==> src/rtl/record_updater.sv <==
// Reaction-time record judge: snapshots a finished measurement, compares it
// digit by digit (MSD first) against the stored record and issues the memory write.
module record_updater #(
  parameter int DIGIT_W   = 4,
  parameter int MAX_DIGIT = 9
) (
  input  logic               ck,
  input  logic               reset,
  input  logic               start,
  input  logic               valid_meas,
  input  logic [DIGIT_W-1:0] cnt0,
  input  logic [DIGIT_W-1:0] cnt1,
  input  logic [DIGIT_W-1:0] cnt2,
  input  logic [DIGIT_W-1:0] cnt3,
  input  logic [DIGIT_W-1:0] rec0,
  input  logic [DIGIT_W-1:0] rec1,
  input  logic [DIGIT_W-1:0] rec2,
  input  logic [DIGIT_W-1:0] rec3,
  output logic               write_enable,
  output logic [DIGIT_W-1:0] wr0,
  output logic [DIGIT_W-1:0] wr1,
  output logic [DIGIT_W-1:0] wr2,
  output logic [DIGIT_W-1:0] wr3,
  output logic               busy,
  output logic               done,
  output logic               new_record,
  output logic               bcd_err
);

  localparam logic [DIGIT_W-1:0] MAX_D = DIGIT_W'(MAX_DIGIT);

  typedef enum logic [1:0] {
    IDLE   = 2'd0,
    CMP    = 2'd1,
    FINISH = 2'd2
  } state_t;

  state_t             state;
  logic [1:0]         idx;
  logic [DIGIT_W-1:0] wr_sel;
  logic [DIGIT_W-1:0] rec_sel;
  logic               cnt_bad;

  function automatic logic digit_bad(input logic [DIGIT_W-1:0] d);
    return d > MAX_D;
  endfunction

  always_comb begin
    cnt_bad = digit_bad(cnt0) | digit_bad(cnt1) | digit_bad(cnt2) | digit_bad(cnt3);
  end

  // Digit under comparison: snapshot digit against the live record digit.
  always_comb begin
    wr_sel  = wr0;
    rec_sel = rec0;
    case (idx)
      2'd1: begin wr_sel = wr1; rec_sel = rec1; end
      2'd2: begin wr_sel = wr2; rec_sel = rec2; end
      2'd3: begin wr_sel = wr3; rec_sel = rec3; end
      default: begin wr_sel = wr0; rec_sel = rec0; end
    endcase
  end

  always_ff @(posedge ck) begin
    if (reset) begin
      state        <= IDLE;
      idx          <= 2'd3;
      write_enable <= 1'b0;
      busy         <= 1'b0;
      done         <= 1'b0;
      new_record   <= 1'b0;
      bcd_err      <= 1'b0;
      wr0          <= '0;
      wr1          <= '0;
      wr2          <= '0;
      wr3          <= '0;
    end else begin
      case (state)
        IDLE: begin
          if (start) begin
            wr0        <= cnt0;
            wr1        <= cnt1;
            wr2        <= cnt2;
            wr3        <= cnt3;
            new_record <= 1'b0;
            bcd_err    <= cnt_bad;
            busy       <= 1'b1;
            idx        <= 2'd3;
            // Rejected measurements skip the compare and finish without a write.
            if (cnt_bad || !valid_meas) begin
              state <= FINISH;
              done  <= 1'b1;
            end else begin
              state <= CMP;
            end
          end
        end
        CMP: begin
          if (wr_sel < rec_sel) begin
            state        <= FINISH;
            done         <= 1'b1;
            write_enable <= 1'b1;
            new_record   <= 1'b1;
          end else if (wr_sel > rec_sel) begin
            state <= FINISH;
            done  <= 1'b1;
          end else if (idx != 2'd0) begin
            idx <= idx - 2'd1;
          end else begin
            // All four digits equal: a tie does not replace the record.
            state <= FINISH;
            done  <= 1'b1;
          end
        end
        FINISH: begin
          state        <= IDLE;
          idx          <= 2'd3;
          busy         <= 1'b0;
          done         <= 1'b0;
          write_enable <= 1'b0;
        end
        default: begin
          state <= IDLE;
          idx   <= 2'd3;
          busy  <= 1'b0;
          done  <= 1'b0;
        end
      endcase
    end
  end

endmodule

==> config.mk <==
export PLATFORM = sky130hd
export DESIGN_NAME = record_updater
export DESIGN_NICKNAME = d
export VERILOG_FILES = /design/src/rtl/record_updater.sv
export SDC_FILE = /design/constraint.sdc
export NUM_CORES = 1
export LEC_CHECK = 0
export CAP_MARGIN = 20
export CELL_PAD_IN_SITES_DETAIL_PLACEMENT = 0
export CELL_PAD_IN_SITES_GLOBAL_PLACEMENT = 1
export CORE_AREA = 5 5 73 75
export CTS_CLUSTER_DIAMETER = 60
export DETAILED_ROUTE_END_ITERATION = 10
export DIE_AREA = 0 0 78 80
export PLACE_DENSITY = 0.82
export SLEW_MARGIN = 20
export SYNTH_ARGS = -nofsm -noshare
export SYNTH_HDL_FRONTEND = slang
export SYNTH_SLANG_ARGS = --single-unit
==> constraint.sdc <==
create_clock -name ck -period 3.7 [get_ports ck]
set_clock_uncertainty 0.2 [all_clocks]
set_input_delay 0.74 -clock ck [delete_from_list [all_inputs] [get_ports ck]]
set_output_delay 0.74 -clock ck [all_outputs]
set_load 0.01 [all_outputs]
==> results_dict.tcl <==
set metrics [dict create \
    coreArea_sq_um 4600 \
    finalHoldViolCount 0 \
    drive_gt1_share_pct 4.67 \
    first_pass_iters 5 \
    r2r_start "idx[0]$_SDFFE_PP1P_" \
    synth_warnings 0 \
    critPathMaxFanout 8 \
    port_buffers 56 \
    cts_resized 0 \
    synth_cell_types 32 \
    dp_hpwl_um 2910 \
    p_leak_uw 0.000735 \
    slowest_delay_ns 0.56 \
    met3_usage_pct 3.16 \
    worst_path_most_repeated_cell "ha_1" \
    globalRouteMet2Util_pct 19.5 \
    drc 0 \
    cts.sinks 25 \
    clkLatencyLatePin_ns 0.27 \
    arrival_ns 2.83 \
    cellPowerDensity_nw_per_um2 316 \
    cts_tree "yes" \
    ys_seq_area_share_pct 39.0 \
    final_nets 259 \
    antenna_found_initial 0 \
    syn-cell-area_sq_um 1280 \
    numPlacedInstances 264 \
    synth-compound-area-share_pct 25.0 \
    syn_inst 162 \
    gp_congestion 0.780 \
    grt_pass1_wl_um 6200 \
    clock.fmax_mhz 354 \
    r2r_setup_slack_ns 0.87 \
    rsz0062_at_grt "no" \
    synth_mux_area_share_pct 0 \
    whs_ns 0.262 \
    num_antenna_cells 0 \
    die_w_um 78 \
    cp_cell_sequence "inv_1 > ha_1 > a222oi_1 > a21oi_1 > ha_1 > or4b_4 > a41oi_2 > o21ai_2 > a21oi_2" \
    cts_buffers 3 \
    clkTransAtPathRegs_ns 0.08 \
    synth_xor_area_share_pct 0 \
    root_buffer "clkbuf_8" \
    maxCapViolCount 0 \
    top_level_ports 57 \
    maxSlewViolCount 0 \
    max-slew-margin-rel_pct 54.6 \
    critical-path-slowest-cell "or4b_4" \
    synth_top_family_by_area "compound AO/OA/AOI/OAI gates" \
    peakVddDrop_mv 0.118 \
    min-delay-start "done$_SDFFE_PP0P_" \
    fin_tns_setup_ns 0 \
    busiest_layer "met2" \
    vias 1312 \
    status "completed" \
    finalSetupViolations 0 \
    worst_slew_pin_slew_ns 0.679 \
    placed_area_sq_um 1880 \
    initial_core_util_pct 27.9 \
    num_rows 25 \
    wirelength_um 3830 \
    grt_usage_pct 12.1 \
    synthesis.nets 206 \
    area_delta_synth_final_pct 50.0 \
    syn_area_per_cell_sq_um 7.92 \
    via_per_inst 4.90 \
    h-tree-depth 1 \
    clockBufferDepth 2 \
    required_ns 3.71 \
    grt_pass1_vias 1299 \
    critPathKind "reg -> reg" \
    post_drt_wl_per_cell_um 14.3 \
    ys_ff_latch 25 \
    cts-hold-fix-buffers 0 \
    stdcell_count 268 \
    grt.overflow.total 0 \
    cp-start-kind "flip-flop" \
    finalCriticalPeriod_ns 2.83 \
    holdPathEnd "done$_SDFFE_PP0P_" \
    cts_setup_buffers 0 \
    min_path_cells 2 \
    ant_nets 0 \
    synth_fa_ha_area_share_pct 7.80 \
    drt_iter0_markers 63 \
    synth-simple-area-share_pct 23.3 \
    cp-end-kind "flip-flop" \
    hold_path.class "reg -> reg" \
    grt_max_degree 26 \
    crit_buf_inv 1 \
    fp.dieH_um 80 \
    r2r-end "done$_SDFFE_PP0P_" \
    dieArea_sq_um 6240 \
    fin_area_sq_um 1930 \
    reg2regPathDepth 9 \
    cp_top_family "compound AO/OA/AOI/OAI gates" \
    use_met1_pct 15.6 \
    period_share_pct 76.4 \
]
-- synth_stat cells --
master / number / area share (%)
nand3b_1: 1 / 0.59
o21ai_2: 1 / 0.68
nand2_1: 40 / 12
ha_1: 8 / 7.8
nor2_1: 7 / 2.0
o21ai_1: 2 / 0.78
nor2b_1: 2 / 0.97
a222oi_1: 8 / 6.2
nand4_1: 2 / 0.97
or4b_4: 1 / 1.1
a211oi_1: 1 / 0.59
o21a_1: 3 / 1.8
a21oi_1: 23 / 9.0
dfxtp_1: 25 / 39
buf_4: 1 / 0.59
a31oi_1: 1 / 0.49
nor3_1: 1 / 0.39
o21ai_0: 8 / 3.1
clkbuf_1: 6 / 1.8
and2_1: 1 / 0.49
nand4b_1: 1 / 0.68
nor4b_1: 1 / 0.68
or2_2: 1 / 0.49
a21oi_2: 1 / 0.68
nand3_1: 2 / 0.78
or3_1: 2 / 0.97
inv_1: 6 / 1.8
and4_1: 1 / 0.68
o22ai_1: 1 / 0.49
a41oi_2: 1 / 1.3
and4b_1: 1 / 0.78
buf_2: 2 / 0.78
-- worst max path at each step --
stage | start | to | slack (ns) | depth (start not counted)
final | idx[0]$_SDFFE_PP1P_ | done$_SDFFE_PP0P_ | 0.87 | 9
after global routing | idx[0]$_SDFFE_PP1P_ | idx[0]$_SDFFE_PP1P_ | 0.69 | 9
after CTS | idx[1]$_SDFFE_PP1P_ | done$_SDFFE_PP0P_ | 0.86 | 9
after detailed placement | rec3[0] | idx[0]$_SDFFE_PP1P_ | 0.65 | 8
after global placement | rec3[0] | idx[0]$_SDFFE_PP1P_ | 0.66 | 8
after floorplan | idx[1]$_SDFFE_PP1P_ | done$_SDFFE_PP0P_ | 1.12 | 10
-- logic make-up (layout without fill, tap and decap cells) --
logic type	Yosys count	after routing
simple gates	64	64
compound gates	50	50
flops	25	25
buf+inv	15	67
fa+ha+maj	8	8
-- metrics by stage --
stage,total power (uW),util (%),setup WS (ns)
final,609,41.9,0.874
after global routing,642,41.9,0.688
after CTS,617,41.9,0.856
after detailed placement,452,40.9,0.645
after global placement,451,40.9,0.663
after floorplan,368,-,1.12
-- power breakdown --
| group | switching, uW | internal, uW | total, uW |
|---|---|---|---|
| clock | 89.2 | 75.4 | 165 |
| combinational | 63.5 | 83.3 | 147 |
| sequential | 12.6 | 285 | 298 |
| total | 165 | 444 | 609 |
-- routing by layer --
layer  up-vias  part of all wire [%]
met4         0                   1.3
met3         4                   7.6
li1        683                     -
met2        43                    43
met1       582                    48
met5         -                     0
-- worst register-to-register path, delay by kind of cell (launching register included) --
family                     cells  cell delay, ns
buffers and inverters          1            0.10
DFF                            1            0.37
adders and majority gates      2            0.57
AOI/OAI and AO/OA              5            0.96
and+or+nand+nor                1            0.56
-- registers in the layout (all words and copies together), names as in the netlist, 2 cells and up --
signal  flops
wr0         4
wr1         4
wr2         4
wr3         4
idx         2
state       2
-- placed cells by master, fill, tap and decap left out, drive strengths merged, types with 2 or more instances in the layout --
| cell type | instances |
|---|---|
| nand4 | 2 |
| nand3 | 2 |
| nand2 | 40 |
| o21a | 3 |
| clkbuf | 3 |
| nor2 | 7 |
| o21ai | 11 |
| dfxtp | 25 |
| ha | 8 |
| or3 | 2 |
| a222oi | 8 |
| clkdlybuf4s50 | 56 |
| a21oi | 24 |
| inv | 6 |
| nor2b | 2 |
-- layout make-up --
class | instances | area (sq um)
fill | 488 | 2670
multi-input combinational | 122 | 721
timing repair buffer | 57 | 568
sequential | 25 | 500
tap | 54 | 67.6
clock buffer | 3 | 41.3
inverter | 6 | 22.5
clock inverter | 1 | 5.00
No activity file was read; power rests on OpenSTA's default activity.
